## config.mk

```make
export PLATFORM = sky130hd
export DESIGN_NAME = f3_move_scheduler
export DESIGN_NICKNAME = d
export VERILOG_FILES = /design/src/rtl/f3_move_scheduler.sv
export SDC_FILE = /design/constraint.sdc
export NUM_CORES = 1
export LEC_CHECK = 0
export CAP_MARGIN = 20
export CORE_ASPECT_RATIO = 0.75
export CORE_MARGIN = 2
export CORE_UTILIZATION = 38
export DETAILED_ROUTE_END_ITERATION = 8
export HOLD_SLACK_MARGIN = 0.1
export PLACE_DENSITY = 0.67
export RECOVER_POWER = 50
export SLEW_MARGIN = 20
export SYNTH_ARGS = -nofsm -noshare
export SYNTH_HDL_FRONTEND = slang
export SYNTH_SLANG_ARGS = --single-unit
```

## constraint.sdc

```tcl
create_clock -name sysclk -period 3.91 [get_ports sysclk]
set_input_delay 0.782 -clock sysclk [delete_from_list [all_inputs] [get_ports sysclk]]
set_output_delay 0.782 -clock sysclk [all_outputs]
set_load 0.03 [all_outputs]
```

## src/rtl/f3_move_scheduler.sv

```systemverilog
// f3_move_scheduler
// Sequences the 4-bit instruction / scramble pair into the f3 GPU. User key
// commands and an LFSR auto-scramble generator share one command path.
// GPU rules kept by this block:
//   - scramble settles one cycle before a command and stays stable during it;
//   - a rotate instruction lasts exactly one cycle, because the GPU writes RAM
//     on every cycle the instruction is non-zero;
//   - instruction returns to 0 between commands so the GPU re-arms.
// Handshake: a key command is taken on a cycle where key_valid && key_ready.
// key_ready is high only in IDLE. key_valid seen outside IDLE is neither
// queued nor taken later.
// Build option: define AUTO_SCRAMBLE_EN to include the LFSR auto-scramble
// path. Without it, auto_start is ignored and auto_busy/step_count read 0.
// dbg_state exposes the FSM state (0=IDLE 1=SETUP 2=ISSUE 3=RELEASE).
module f3_move_scheduler #(
  parameter int unsigned HOLD_CYCLES    = 4,
  parameter int unsigned GAP_CYCLES     = 2,
  parameter int unsigned SCRAMBLE_MOVES = 64,
  parameter logic [15:0] LFSR_SEED      = 16'hACE1
) (
  input  logic        sysclk,
  input  logic        reset,
  input  logic        key_valid,
  input  logic [2:0]  key_cmd,
  input  logic        key_rotate,
  output logic        key_ready,
  input  logic        auto_start,
  output logic        auto_busy,
  output logic [3:0]  instruction,
  output logic        scramble,
  output logic [15:0] step_count,
  output logic [1:0]  dbg_state
);

  typedef enum logic [1:0] {
    S_IDLE    = 2'd0,
    S_SETUP   = 2'd1,
    S_ISSUE   = 2'd2,
    S_RELEASE = 2'd3
  } state_t;

  // Timers load "count - 1" and leave their state when they reach 0.
  localparam logic [15:0] HOLD_M1 = 16'(HOLD_CYCLES - 1);
  localparam logic [15:0] GAP_M1  = 16'(GAP_CYCLES - 1);

  state_t      state_q;
  logic [3:0]  cmd_q;
  logic        rot_q;
  logic [15:0] timer_q;
  logic [3:0]  instr_q;
  logic        scr_q;

  // Auto-path interface seen by the FSM.
  logic        auto_req;     // auto_start as seen by this build
  logic        more_steps;   // current auto run still owes steps
  logic [3:0]  auto_cmd;     // next auto command drawn from the LFSR
  logic        auto_rot;     // next auto rotate flag
  logic        start_run;    // IDLE accepts an auto run this cycle
  logic        gap_done;     // last RELEASE cycle
  logic        next_run;     // RELEASE chains straight into another auto step
  logic        end_run;      // RELEASE returns to IDLE
  logic        cmd_ok;       // key_cmd is one of the four directions

  assign cmd_ok    = (key_cmd >= 3'd1) && (key_cmd <= 3'd4);
  assign start_run = (state_q == S_IDLE) && auto_req;
  assign gap_done  = (state_q == S_RELEASE) && (timer_q == 16'd0);
  assign next_run  = gap_done && more_steps;
  assign end_run   = gap_done && !more_steps;

`ifdef AUTO_SCRAMBLE_EN
  localparam logic [15:0] MOVES = 16'(SCRAMBLE_MOVES);

  logic [15:0] lfsr_q;
  logic [15:0] lfsr_next;
  logic        busy_q;
  logic [15:0] steps_q;

  // x^16 + x^14 + x^13 + x^11 + 1, right-shifting Fibonacci form.
  assign lfsr_next  = {lfsr_q[0] ^ lfsr_q[2] ^ lfsr_q[3] ^ lfsr_q[5], lfsr_q[15:1]};
  assign auto_cmd   = {2'b00, lfsr_q[1:0]} + 4'd1;
  assign auto_rot   = lfsr_q[2];
  assign auto_req   = auto_start;
  assign more_steps = busy_q && (steps_q < MOVES);

  // Auto-run bookkeeping: LFSR advances once per drawn command, the step
  // counter counts on the first ISSUE cycle and saturates at MOVES.
  always_ff @(posedge sysclk) begin
    if (reset) begin
      lfsr_q  <= LFSR_SEED;
      busy_q  <= 1'b0;
      steps_q <= 16'd0;
    end else begin
      if (start_run || next_run) begin
        lfsr_q <= lfsr_next;
      end
      if (start_run) begin
        busy_q  <= 1'b1;
        steps_q <= 16'd0;
      end else if (end_run) begin
        busy_q  <= 1'b0;
      end
      if ((state_q == S_SETUP) && busy_q && (steps_q < MOVES)) begin
        steps_q <= steps_q + 16'd1;
      end
    end
  end

  assign auto_busy  = busy_q;
  assign step_count = steps_q;
`else
  logic        unused_auto;
  logic [15:0] unused_cfg;

  assign unused_auto = auto_start;
  assign unused_cfg  = 16'(SCRAMBLE_MOVES) ^ LFSR_SEED;
  assign auto_req    = 1'b0;
  assign more_steps  = 1'b0;
  assign auto_cmd    = 4'd0;
  assign auto_rot    = 1'b0;
  assign auto_busy   = 1'b0;
  assign step_count  = 16'd0;
`endif

  // Command FSM with registered instruction/scramble. Outputs are updated on
  // the edge that enters each state, so scramble is already valid during
  // SETUP and the instruction is valid for every ISSUE cycle.
  always_ff @(posedge sysclk) begin
    if (reset) begin
      state_q <= S_IDLE;
      cmd_q   <= 4'd0;
      rot_q   <= 1'b0;
      timer_q <= 16'd0;
      instr_q <= 4'd0;
      scr_q   <= 1'b0;
    end else begin
      case (state_q)
        S_IDLE: begin
          instr_q <= 4'd0;
          if (start_run) begin
            cmd_q   <= auto_cmd;
            rot_q   <= auto_rot;
            scr_q   <= auto_rot;
            state_q <= S_SETUP;
          end else if (key_valid && cmd_ok) begin
            cmd_q   <= {1'b0, key_cmd};
            rot_q   <= key_rotate;
            scr_q   <= key_rotate;
            state_q <= S_SETUP;
          end
        end
        S_SETUP: begin
          instr_q <= cmd_q;
          timer_q <= rot_q ? 16'd0 : HOLD_M1;
          state_q <= S_ISSUE;
        end
        S_ISSUE: begin
          if (timer_q == 16'd0) begin
            instr_q <= 4'd0;
            timer_q <= GAP_M1;
            state_q <= S_RELEASE;
          end else begin
            timer_q <= timer_q - 16'd1;
          end
        end
        S_RELEASE: begin
          if (timer_q != 16'd0) begin
            timer_q <= timer_q - 16'd1;
          end else if (next_run) begin
            cmd_q   <= auto_cmd;
            rot_q   <= auto_rot;
            scr_q   <= auto_rot;
            state_q <= S_SETUP;
          end else begin
            scr_q   <= 1'b0;
            state_q <= S_IDLE;
          end
        end
        default: state_q <= S_IDLE;
      endcase
    end
  end

  assign key_ready   = (state_q == S_IDLE);
  assign instruction = instr_q;
  assign scramble    = scr_q;
  assign dbg_state   = state_q;

endmodule

```

# After elaboration in Yosys (flattened, before gate mapping)
# Index checks and enable logic that the tools add are counted.
[word_totals]
regBits = 27
elab_cells = 42
[classes]
addsub = 1
magnitude_cmp = 2
n_eq_ne = 7
mux = 13
n_reduce_logical = 13
[op_table]
columns = ["operator", "count"]
rows = [
  ["case mux 16 bit (3 select lines)", 1],
  ["two-way mux 16 bit", 2],
  ["zero test 16 bit", 1],
  ["nonzero test 16 bit", 1],
  ["subtractor 16 x 1 -> 16 bit, second input constant", 1],
  ["case mux 4 bit (3 select lines)", 1],
  ["two-way mux 2 bit", 4],
  ["case mux 2 bit (4 select lines)", 1],
  ["AND reduction 2 bit", 3],
  ["AND reduction 3 bit", 2],
  ["nonzero test 3 bit", 2],
  ["equality test 2 bit, second input constant", 2],
  ["two-way mux 4 bit", 1],
  ["!= test 2 x 1 -> 1 bit, second input constant", 2],
  ["!= test 2 bit, second input constant", 2],
  [">= comparator 3 x 1 -> 1 bit, second input constant", 1],
  ["less-or-equal comparator 3 bit, second input constant", 1],
  ["equality test 2 x 1 -> 1 bit, second input constant", 1],
  ["logical AND 1 bit", 2],
  ["zero test 2 bit", 1],
  ["two-way mux 1 bit", 2],
  ["case mux 1 bit (2 select lines)", 1],
  ["nonzero test 2 bit", 1],
]

# Longest topological paths before layout
# Gate-level depths: netlist of the first run.
[logic_depth]
ltp_word = 5
depth_mapped = 8

# Worst setup path after synthesis of the first run
# No wires, ideal clock.
[synth_timing]
kind = "reg-to-reg"
startpoint = "register state_q[0] (netlist: dbg_state[0])"
endpoint = "register timer_q[13]"
setup_time_ns = 0.070
arrival_ns = 2.064
required_time_ns = 3.840
setup_slack_ns = 1.776
stages_incl_launch_ff = 7
path_buffers = 0
synth_period_minus_slack_ns = 2.134
cell_sequence = "dfxtp_1 > inv_1 > ha_1 > nor3_2 > nand2_1 > or4_1 > a21oi_1"
[synth_between]
elab_chain_cells = 3
[synth_lines]
columns = ["element", "line_no", "rtl"]
rows = [
  ["start: declaration", "46", "state_t state_q;"],
  ["start signal: assignment", "129", "state_q <= S_IDLE;"],
  ["start signal: assignment", "143", "state_q <= S_SETUP;"],
  ["start signal: assignment", "148", "state_q <= S_SETUP;"],
  ["equality test 2 bit / equality test 2 x 1 -> 1 bit (equally long branches)", "136", "case (state_q)"],
  ["!= test 2 x 1 -> 1 bit (no line) / nonzero test 3 bit (equally long branches)", "-", ""],
  ["AND reduction 2 bit (no line)", "-", ""],
  ["end signal: assignment", "153", "timer_q <= rot_q ? 16'd0 : HOLD_M1;"],
  ["end signal: assignment", "162", "timer_q <= timer_q - 16'd1;"],
  ["end signal: assignment", "167", "timer_q <= timer_q - 16'd1;"],
  ["end: declaration", "49", "logic [15:0] timer_q;"],
]
# Several ways; a longest one is shown, not always the timed one.
# A chain may end at the register's enable or synchronous reset.

# Final worst setup path of the first run
[layout_timing]
startpoint = "register state_q[0] (netlist: dbg_state[0])"
endpoint = "output key_ready"
[layout_between]
elab_chain_cells = 1
[layout_lines]
columns = ["element", "line_no", "rtl"]
rows = [
  ["zero test 2 bit", "183", "assign key_ready = (state_q == S_IDLE);"],
  ["end: declaration", "26", "output logic key_ready,"],
]
# Every way passes these cells.

==> results of run 1 <==
state kept, by name (all words and copies together), names as in the netlist:
signal,cells
rot_q,1
scramble,1
timer_q,16
cmd_q,3
instruction,3
dbg_state,2
logic make-up after synthesis:
family          share of synthesized area [%]
mux                                     4.020
buf+inv                                 12.56
fa+ha+maj                               5.025
other cells                            0.2510
compound gates                          12.39
simple gates                            24.46
flops                                   34.84
xor+xnor                                6.449
metal layers:
layer	GRT usage (%)	vias up	routed length (um)
met5	0	-	0
met4	3.117	0	19
met3	3.221	4	174
met2	18.33	38	1204
met1	20.25	548	1482
li1	-	597	-
layout make-up:
class	count	share of cell area (%)
Clock buffer	3	2.492
Clock inverter	1	1.813
Inverter	8	1.813
Multi-Input combinational cell	135	50.68
Sequential cell	26	31.42
Tap cell	52	3.927
Timing Repair Buffer	13	7.855
per-stage QoR:
stage          power, mW  hold slack [ps]  instance area [um^2]  utilization [%]  instances
5_1_grt            1.631            497.7                  1657            44.67        238
6_report           1.492            481.2                  1657            44.67        238
2_1_floorplan      1.136            446.2                  1558                -        191
3_5_place_dp       1.297            472.5                  1595            43.02        234
4_1_cts            1.527            484.9                  1667            44.94        238
3_3_place_gp       1.291            460.1                  1595            43.02        234
cell usage in the layout (no fill, tap or decap), types with 2 or more instances in the layout:
cell	count
nand4_1	2
o31ai_1	3
nor3_1	4
xnor2_1	4
clkdlybuf4s50_1	7
conb_1	18
a21oi_1	8
nor2_1	22
clkbuf_8	3
or4_1	3
inv_1	8
dlygate4sd3_1	6
dfxtp_1	26
a211oi_1	2
xor2_1	7
nor4_1	5
nand3_1	6
nand2_1	8
or3_1	4
o21ai_0	9
nand4b_1	2
ha_1	6
nand3b_1	2
mux2i_1	6
worst max-delay path, delay by kind of cell, from the launching register on:
| kind | cells | cell delay (ps) |
|---|---|---|
| buf+inv | 2 | 900 |
| flops | 1 | 360 |
| fa+ha+maj | 1 | 570 |
worst paths after layout:
path	from	to	slack [ps]	cells after the start
worst max register to register	timer_q[0]	timer_q[8]	1320	7
worst min register to register	instruction[0]	instruction[0]	480	2
worst max-delay path	dbg_state[0]	key_ready	1030	3
worst min-delay path	instruction[0]	instruction[0]	480	2
power breakdown:
group / internal [mW] / switching, mW
Combinational: 0.318 / 0.510
Clock: 0.137 / 0.0884
Sequential: 0.353 / 0.0856
Total: 0.808 / 0.684
==> impl_metrics.py, run 1 <==
metrics = {
    "status": {
        "status": "finished clean",
    },
    "synth": {
        "yosys.cell_count.top_type": "dfxtp_1",
        "synth_top_flop_cell": "dfxtp_1",
        "postSynthAreaPerCell_um2": 8.586,
        "synth_edf_count": 0,
        "syn_inst": 174,
        "synth-async-reset-ratio_pct": 0,
        "yosysUniqueCellTypes": 38,
        "synth_top_area_share_pct": 34.84,
        "synth_seq_area_share_pct": 34.84,
        "yosys_warnings": 0,
        "syn_area_um2": 1494,
        "yosys_register_bits": 26,
        "synthTopCellsByCount": "dfxtp_1, nor2_1, buf_4, o21ai_0",
        "synth_top_area_cell": "dfxtp_1",
        "synth_area_leaders": "dfxtp_1, buf_4, nor2_1",
    },
    "global_routing": {
        "grtUsageTotal_pct": 13.15,
        "grt_start_max_net_pins": 16,
        "grt_overflow": 0,
        "grt_antenna_before_repair": 0,
        "grt_pass1_wl_um": 4678,
        "grt_pass1_vias": 991,
    },
    "clocking": {
        "cts_made_buffers": 3,
        "path_clk_slew_ps": 100,
        "cts_tree": "done",
        "cts_sinks": 26,
        "cts_resized": 0,
        "clk_latency_ps": 280,
        "h-tree-depth": 1,
        "cts_setup_buffers": 0,
        "root_buffer": "clkbuf_8",
        "cts_hold_buf": 0,
        "cts.path.max_buffers": 2,
    },
    "sta": {
        "worst_pin_slew_ps": 737.7,
        "grt_setup_unrepaired": "false",
        "setup-violations-final": 0,
        "finalSetupTns_ps": 0,
        "maxSlewViolCount": 0,
        "fin_ws_ps": 1028,
        "slew_headroom_pct": 50.37,
        "fin_crit_sh_pct": 73.71,
        "final.min_clock_period_ps": 2882,
        "final_hold_viol_count": 0,
        "fin_skew_ps": 12.96,
        "clock.fmax_ghz": 0.3470,
    },
    "worst_hold_path": {
        "min_path_type": "reg2reg",
    },
    "critical_path": {
        "required_ps": 3130,
        "arrival_ps": 2100,
        "path_class": "reg2out",
        "end_kind": "output pin",
        "worst-path-max-fanout": 15,
        "cp-start-kind": "flop",
        "crit_slowest_cell": "clkdlybuf4s50_1",
        "slowest_delay_ps": 790,
        "path_cells": "inv_1, ha_1, clkdlybuf4s50_1",
    },
    "floorplanning": {
        "die_w_um": 76.40,
        "core_area_um2": 3709,
        "ios": 33,
        "die-area_um2": 4454,
        "fp.dieH_um": 58.30,
        "start_util_pct": 40.28,
        "rows": 19,
    },
    "finish": {
        "final_nets": 201,
        "drive_gt1_share_pct": 5.376,
        "n_antenna_cell": 0,
        "seq_area_um2": 520.5,
        "fillerInstances": 372,
        "multi_input_area_um2": 839.6,
        "syn_to_final_growth_pct": 10.89,
    },
    "drt": {
        "wl_um": 2880,
        "route.vias.total": 1187,
        "drt_pass1_iterations": 4,
        "drc": 0,
        "drtIter0Drc": 100,
        "ant_nets": 0,
        "wire_per_inst_um": 12.10,
        "vias_per_cell": 4.987,
    },
    "power": {
        "ir_drop_mv": 0.6113,
        "power.leakage_nw": 0.6798,
        "powerDensity_nw_per_um2": 900.9,
    },
    "place": {
        "dp_hpwl_um": 2133,
        "gp_congestion": 0.8226,
        "dp_slack_ps": 1331,
        "port-buffer-count": 13,
    },
    "flow_run": {
        "drv_cap": 0,
    },
}
Power figures use the tool's default switching activity.
==> inputs of run 2 (changes only) <==
--- a/config.mk
+++ b/config.mk
@@ -11,7 +11,7 @@
 export CORE_UTILIZATION = 38
 export DETAILED_ROUTE_END_ITERATION = 8
 export HOLD_SLACK_MARGIN = 0.1
-export PLACE_DENSITY = 0.67
+export PLACE_DENSITY = 0.69
 export RECOVER_POWER = 50
 export SLEW_MARGIN = 20
 export SYNTH_ARGS = -nofsm -noshare
==> constraint.sdc (replaced) <==
create_clock -name sysclk -period 2.6 [get_ports sysclk]
set_input_delay 0.52 -clock sysclk [delete_from_list [all_inputs] [get_ports sysclk]]
set_output_delay 0.52 -clock sysclk [all_outputs]
set_load 0.03 [all_outputs]
==> run 2 against run 1 <==
Against the previous run:
- power rose by 57%
- highest routed layer unchanged
- die area did not move
- critical endpoint is now timer_q[8]
- global-route usage rose by 0.26 points
==> impl_metrics.py, run 2 (same netlist as run 1, synthesis figures left out) <==
metrics = {
    "sta": {
        "fin_skew_ps": 12.02,
        "worst_pin_slew_ps": 687.2,
        "final_hold_viol_count": 0,
        "final.min_clock_period_ps": 2377,
        "slew_headroom_pct": 53.76,
        "fin_crit_sh_pct": 91.40,
        "clock.fmax_ghz": 0.4208,
        "maxSlewViolCount": 0,
        "finalSetupTns_ps": 0,
        "grt_setup_unrepaired": "false",
        "setup-violations-final": 0,
    },
    "power": {
        "ir_drop_mv": 0.5097,
        "switching_share_pct": 45.35,
        "p_int_mw": 1.280,
        "pwr-share-comb_pct": 57.4,
        "net-switching-power_mw": 1.063,
        "power.leakage_nw": 0.6993,
        "clock_power_share_pct": 14.2,
        "p_seq_share_pct": 28.4,
        "powerDensity_nw_per_um2": 1387,
    },
    "floorplanning": {
        "start_util_pct": 40.28,
        "rows": 19,
        "core_area_um2": 3709,
        "die-area_um2": 4454,
        "fp.dieH_um": 58.30,
        "die_w_um": 76.40,
        "ios": 33,
    },
    "critical_path": {
        "slowest_delay_ps": 520,
        "path_depth": 8,
        "r2r_start": "timer_q[0]",
        "required_ps": 2760,
        "regToRegSetupSlack_ps": 220,
        "crit_end": "timer_q[8]",
        "arrival_ps": 2540,
        "crit_family": "simple AND/OR/NAND/NOR gates",
        "r2r_cells": 8,
        "cp-startpoint": "timer_q[0]",
        "crit_slowest_cell": "or3b_2",
        "path_buf_inv": 2,
        "path_cells": "inv_1, ha_1, or3b_2, or2_4, o21a_1, o31ai_4, buf_4, nor2_1",
        "path_class": "reg2reg",
        "cp-start-kind": "flop",
        "end_kind": "flop",
        "worst-path-max-fanout": 14,
        "reg2reg_to": "timer_q[8]",
    },
    "finish": {
        "regMostFlops": "timer_q",
        "largest_register_ffs": 16,
        "layout_commonest_cell": "dfxtp_1",
        "final_cell_area_um2": 1689,
        "final_nets": 205,
        "seq_area_um2": 520.5,
        "fillerInstances": 385,
        "n_antenna_cell": 0,
        "layout_common_cells": "dfxtp_1, nor2_1, conb_1, o21ai_0",
        "multi_input_area_um2": 842.1,
        "drive_gt1_share_pct": 7.895,
        "post-route-util_pct": 45.55,
        "syn_to_final_growth_pct": 13.07,
    },
    "clocking": {
        "cts_hold_buf": 0,
        "root_buffer": "clkbuf_8",
        "path_clk_slew_ps": 100,
        "cts_made_buffers": 3,
        "cts_sinks": 26,
        "clk_latency_ps": 270,
        "cts_tree": "done",
        "cts_setup_buffers": 0,
        "cts_resized": 0,
        "h-tree-depth": 1,
        "cts.path.max_buffers": 2,
    },
    "place": {
        "dp_hpwl_um": 2179,
        "port-buffer-count": 13,
        "dpl_cell_area_um2": 1625,
        "gp_congestion": 0.8787,
    },
    "drt": {
        "ant_nets": 0,
        "wl_um": 2967,
        "drt_pass1_iterations": 5,
        "drtIter0Drc": 49,
        "route.vias.total": 1197,
        "vias_per_cell": 4.946,
        "wire_per_inst_um": 12.26,
        "drc": 0,
    },
    "status": {
        "status": "finished clean",
    },
    "global_routing": {
        "grt_pass1_vias": 1054,
        "grt_overflow": 0,
        "grtUsageTotal_pct": 13.41,
        "grt_util_met3_pct": 2.761,
        "grtUsageMet2_pct": 20.48,
        "met1_usage_pct": 19.67,
        "top_usage_layer": "met2",
        "grt_start_max_net_pins": 16,
        "grt_pass1_wl_um": 4871,
        "grt_antenna_before_repair": 0,
    },
    "flow_run": {
        "drv_cap": 0,
    },
    "worst_hold_path": {
        "hold_path_depth": 2,
        "min_path_type": "reg2reg",
    },
}
-- run 2: cell types whose count changed in the layout (fill, tap and decap cells not counted), sizes merged --
cell,delta
buf,+4
clkdlybuf4s50,-2
dlygate4sd3,+2
-- run 2: power groups by stage --
stage / Combinational [mW] / Clock [mW] / Sequential (mW)
after floorplan: 1.04 / 0 / 0.672
after CTS: 1.36 / 0.345 / 0.664
after detailed placement: 1.35 / 0 / 0.671
after global routing: 1.48 / 0.355 / 0.686
after global placement: 1.33 / 0 / 0.668
final: 1.35 / 0.333 / 0.665
-- run 2: routing by layer --
| metal | up-vias | part of all wire, % |
|---|---|---|
| met1 | 557 | 54 |
| met5 | - | 0 |
| met4 | 0 | 0.34 |
| li1 | 606 | - |
| met3 | 4 | 3.5 |
| met2 | 30 | 42 |
-- run 2: final cells by class --
type	instances	area share (%)
Clock buffer	3	2.444
Timing Repair Buffer	17	9.482
Clock inverter	1	1.778
Sequential cell	26	30.81
Tap cell	52	3.852
Inverter	8	1.778
Multi-Input combinational cell	135	49.85
-- run 2: per-stage QoR --
stage,cells,hold slack [ps],total power [mW],setup WS [ps]
finish,242,477.3,2.343,223.5
detailed placement,238,468.6,2.018,337.6
global placement,238,460.2,2.000,374.9
global route,242,513.3,2.520,83.23
CTS,242,480.7,2.370,276.3
floorplan,191,446.2,1.709,465.6
-- run 2: worst min path at each step --
stage                         startpoint        endpoint  slack [ps]
after floorplan               timer_q[7]      timer_q[7]         450
after global placement        timer_q[7]      timer_q[7]         460
after detailed placement  instruction[0]  instruction[0]         470
after CTS                 instruction[0]  instruction[0]         480
after global routing      instruction[2]  instruction[2]         510
final                     instruction[1]  instruction[1]         480
-- run 2: worst reg2reg max path, stage by stage, from the launching register on --
cell and delay (ps):
dfxtp_1 350, inv_1 80, ha_1 200, or3b_2 520, or2_4 300, o21a_1 310, o31ai_4 200, buf_4 230
nor2_1 70
==> inputs of run 3 (changes only) <==
--- a/config.mk
+++ b/config.mk
@@ -5,10 +5,12 @@
 export SDC_FILE = /design/constraint.sdc
 export NUM_CORES = 1
 export LEC_CHECK = 0
+export ABC_CLOCK_PERIOD_IN_PS = 2600
 export CAP_MARGIN = 20
 export CORE_ASPECT_RATIO = 0.75
-export CORE_MARGIN = 2
+export CORE_MARGIN = 4
 export CORE_UTILIZATION = 38
+export CTS_CLUSTER_DIAMETER = 60
 export DETAILED_ROUTE_END_ITERATION = 8
 export HOLD_SLACK_MARGIN = 0.1
 export PLACE_DENSITY = 0.69
==> run 3 against run 2 <==
Against the previous run:
- worst setup slack improved by 47 ps
- register-to-register slack improved by 50 ps
- worst hold slack got worse by 0.87 ps
- die area rose by 12%
- global-route usage fell by 0.24 points
- via count fell by 1.2%
- routed wire length fell by 1.1%
- critical endpoint is now dbg_state[0]
- combinational power barely moved
- clock power fell by 20%
- sequential cell count did not move
==> impl_metrics.py, run 3 (same netlist as run 1, synthesis figures left out) <==
metrics = {
    "status": {
        "status": "finished clean",
    },
    "floorplanning": {
        "rows": 19,
        "die-area_um2": 5009,
        "core_area_um2": 3732,
        "fp.dieH_um": 62.30,
        "ios": 33,
        "die_w_um": 80.40,
        "start_util_pct": 40.03,
    },
    "global_routing": {
        "grt_util_met3_pct": 3.035,
        "grtUsageTotal_pct": 13.17,
        "grt_pass1_wl_um": 5292,
        "grtUsageMet2_pct": 17.98,
        "grt_pass1_vias": 1090,
        "top_usage_layer": "met1",
        "grt_overflow": 0,
        "met1_usage_pct": 19.96,
        "grt_antenna_before_repair": 0,
        "grt_start_max_net_pins": 15,
    },
    "finish": {
        "layout_common_cells": "dfxtp_1, nor2_1, conb_1, o21ai_0",
        "seq_area_um2": 520.5,
        "fin_cells": 243,
        "n_antenna_cell": 0,
        "fillerInstances": 390,
        "regMostFlops": "timer_q",
        "layout_commonest_cell": "dfxtp_1",
        "largest_register_ffs": 16,
        "syn_to_final_growth_pct": 12.81,
        "multi_input_area_um2": 847.1,
        "drive_gt1_share_pct": 8.377,
        "final_nets": 206,
        "final_cell_area_um2": 1685,
    },
    "drt": {
        "vias_per_cell": 4.868,
        "route.vias.total": 1183,
        "drc": 0,
        "drtIter0Drc": 62,
        "wire_per_inst_um": 12.08,
        "ant_nets": 0,
        "wl_um": 2935,
        "drt_pass1_iterations": 6,
    },
    "critical_path": {
        "slowest_delay_ps": 510,
        "reg2reg_to": "dbg_state[0]",
        "crit_slowest_cell": "or3b_2",
        "path_buf_inv": 1,
        "worst-path-max-fanout": 5,
        "crit_family": "simple AND/OR/NAND/NOR gates",
        "path_class": "reg2reg",
        "required_ps": 2770,
        "path_cells": "inv_1, ha_1, or3b_2, or2_0, nor2_1, o21ai_0, a221oi_1",
        "arrival_ps": 2500,
        "end_kind": "flop",
        "regToRegSetupSlack_ps": 270,
        "r2r_start": "timer_q[0]",
        "cp-start-kind": "flop",
        "r2r_cells": 7,
    },
    "power": {
        "powerDensity_nw_per_um2": 1352,
        "totalPowerFinal_mw": 2.278,
        "power.leakage_nw": 0.6966,
        "ir_drop_mv": 0.6157,
    },
    "sta": {
        "setup-violations-final": 0,
        "grt_setup_unrepaired": "false",
        "final.min_clock_period_ps": 2330,
        "fin_skew_ps": 3.612,
        "final_hold_viol_count": 0,
        "maxSlewViolCount": 0,
        "finalSetupTns_ps": 0,
        "clock.fmax_ghz": 0.4292,
        "fin_crit_sh_pct": 89.61,
    },
    "worst_hold_path": {
        "min_to": "timer_q[7]",
        "hold_path_depth": 2,
        "hold_start": "timer_q[7]",
        "min_path_type": "reg2reg",
    },
    "clocking": {
        "cts_made_buffers": 3,
        "cts.path.max_buffers": 2,
        "cts_setup_buffers": 0,
        "cts_sinks": 26,
        "root_buffer": "clkbuf_8",
        "cts_hold_buf": 0,
        "path_clk_slew_ps": 90,
        "h-tree-depth": 1,
        "cts_resized": 0,
        "clk_latency_ps": 270,
        "cts_tree": "done",
    },
    "place": {
        "dpl_cell_area_um2": 1633,
        "dp_cells": 239,
        "dp_hpwl_um": 2222,
        "gp_congestion": 0.7903,
        "port-buffer-count": 13,
    },
    "flow_run": {
        "drv_cap": 0,
    },
}
## run 3: cell count changes in the layout (fill, tap and decap cells not counted), sizes merged
cell / change
buf: +1
bufinv: -1
clkbuf: +1
## run 3: where the power goes
group	leakage (nW)	switching (mW)	internal (mW)	total (mW)
sequential	0.212	0.128	0.530	0.658
combinational	0.456	0.802	0.553	1.35
clock	0.0288	0.129	0.136	0.265
## run 3: worst max path at each step
| stage | start | endpoint | slack, ps | depth (start not counted) |
|---|---|---|---|---|
| after detailed placement | timer_q[0] | timer_q[4] | 360 | 8 |
| after CTS | timer_q[0] | timer_q[5] | 330 | 8 |
| after global placement | timer_q[0] | dbg_state[0] | 360 | 7 |
| after global routing | timer_q[0] | dbg_state[0] | 120 | 7 |
| final | timer_q[0] | dbg_state[0] | 270 | 7 |
| after floorplan | dbg_state[0] | timer_q[13] | 470 | 6 |
## run 3: layout make-up
class | instances | area share (%)
Inverter | 8 | 1.782
Sequential cell | 26 | 30.88
Tap cell | 52 | 3.860
Clock buffer | 4 | 3.267
Timing Repair Buffer | 18 | 9.948
Multi-Input combinational cell | 135 | 50.26
## run 3: routing by layer
| metal | wire, um | vias up |
|---|---|---|
| met5 | 0 | - |
| met3 | 125 | 4 |
| met2 | 1254 | 23 |
| met4 | 40 | 0 |
| li1 | - | 612 |
| met1 | 1515 | 544 |
## run 3: through the flow
step                      utilization (%)  hold WS [ps]  worst slack, ps
after global placement              43.75         457.2            359.0
after global routing                45.16         503.1            122.2
after CTS                           45.22         473.9            327.4
after detailed placement            43.75         459.8            363.7
final                               45.16         476.4            270.3
after floorplan                         -         446.2            465.6
## run 3: worst reg2reg max path: stages, from the launching register on
cell      delay [ps]
dfxtp_1          340
inv_1             80
ha_1             200
or3b_2           510
or2_0            340
nor2_1           260
o21ai_0          210
a221oi_1         300
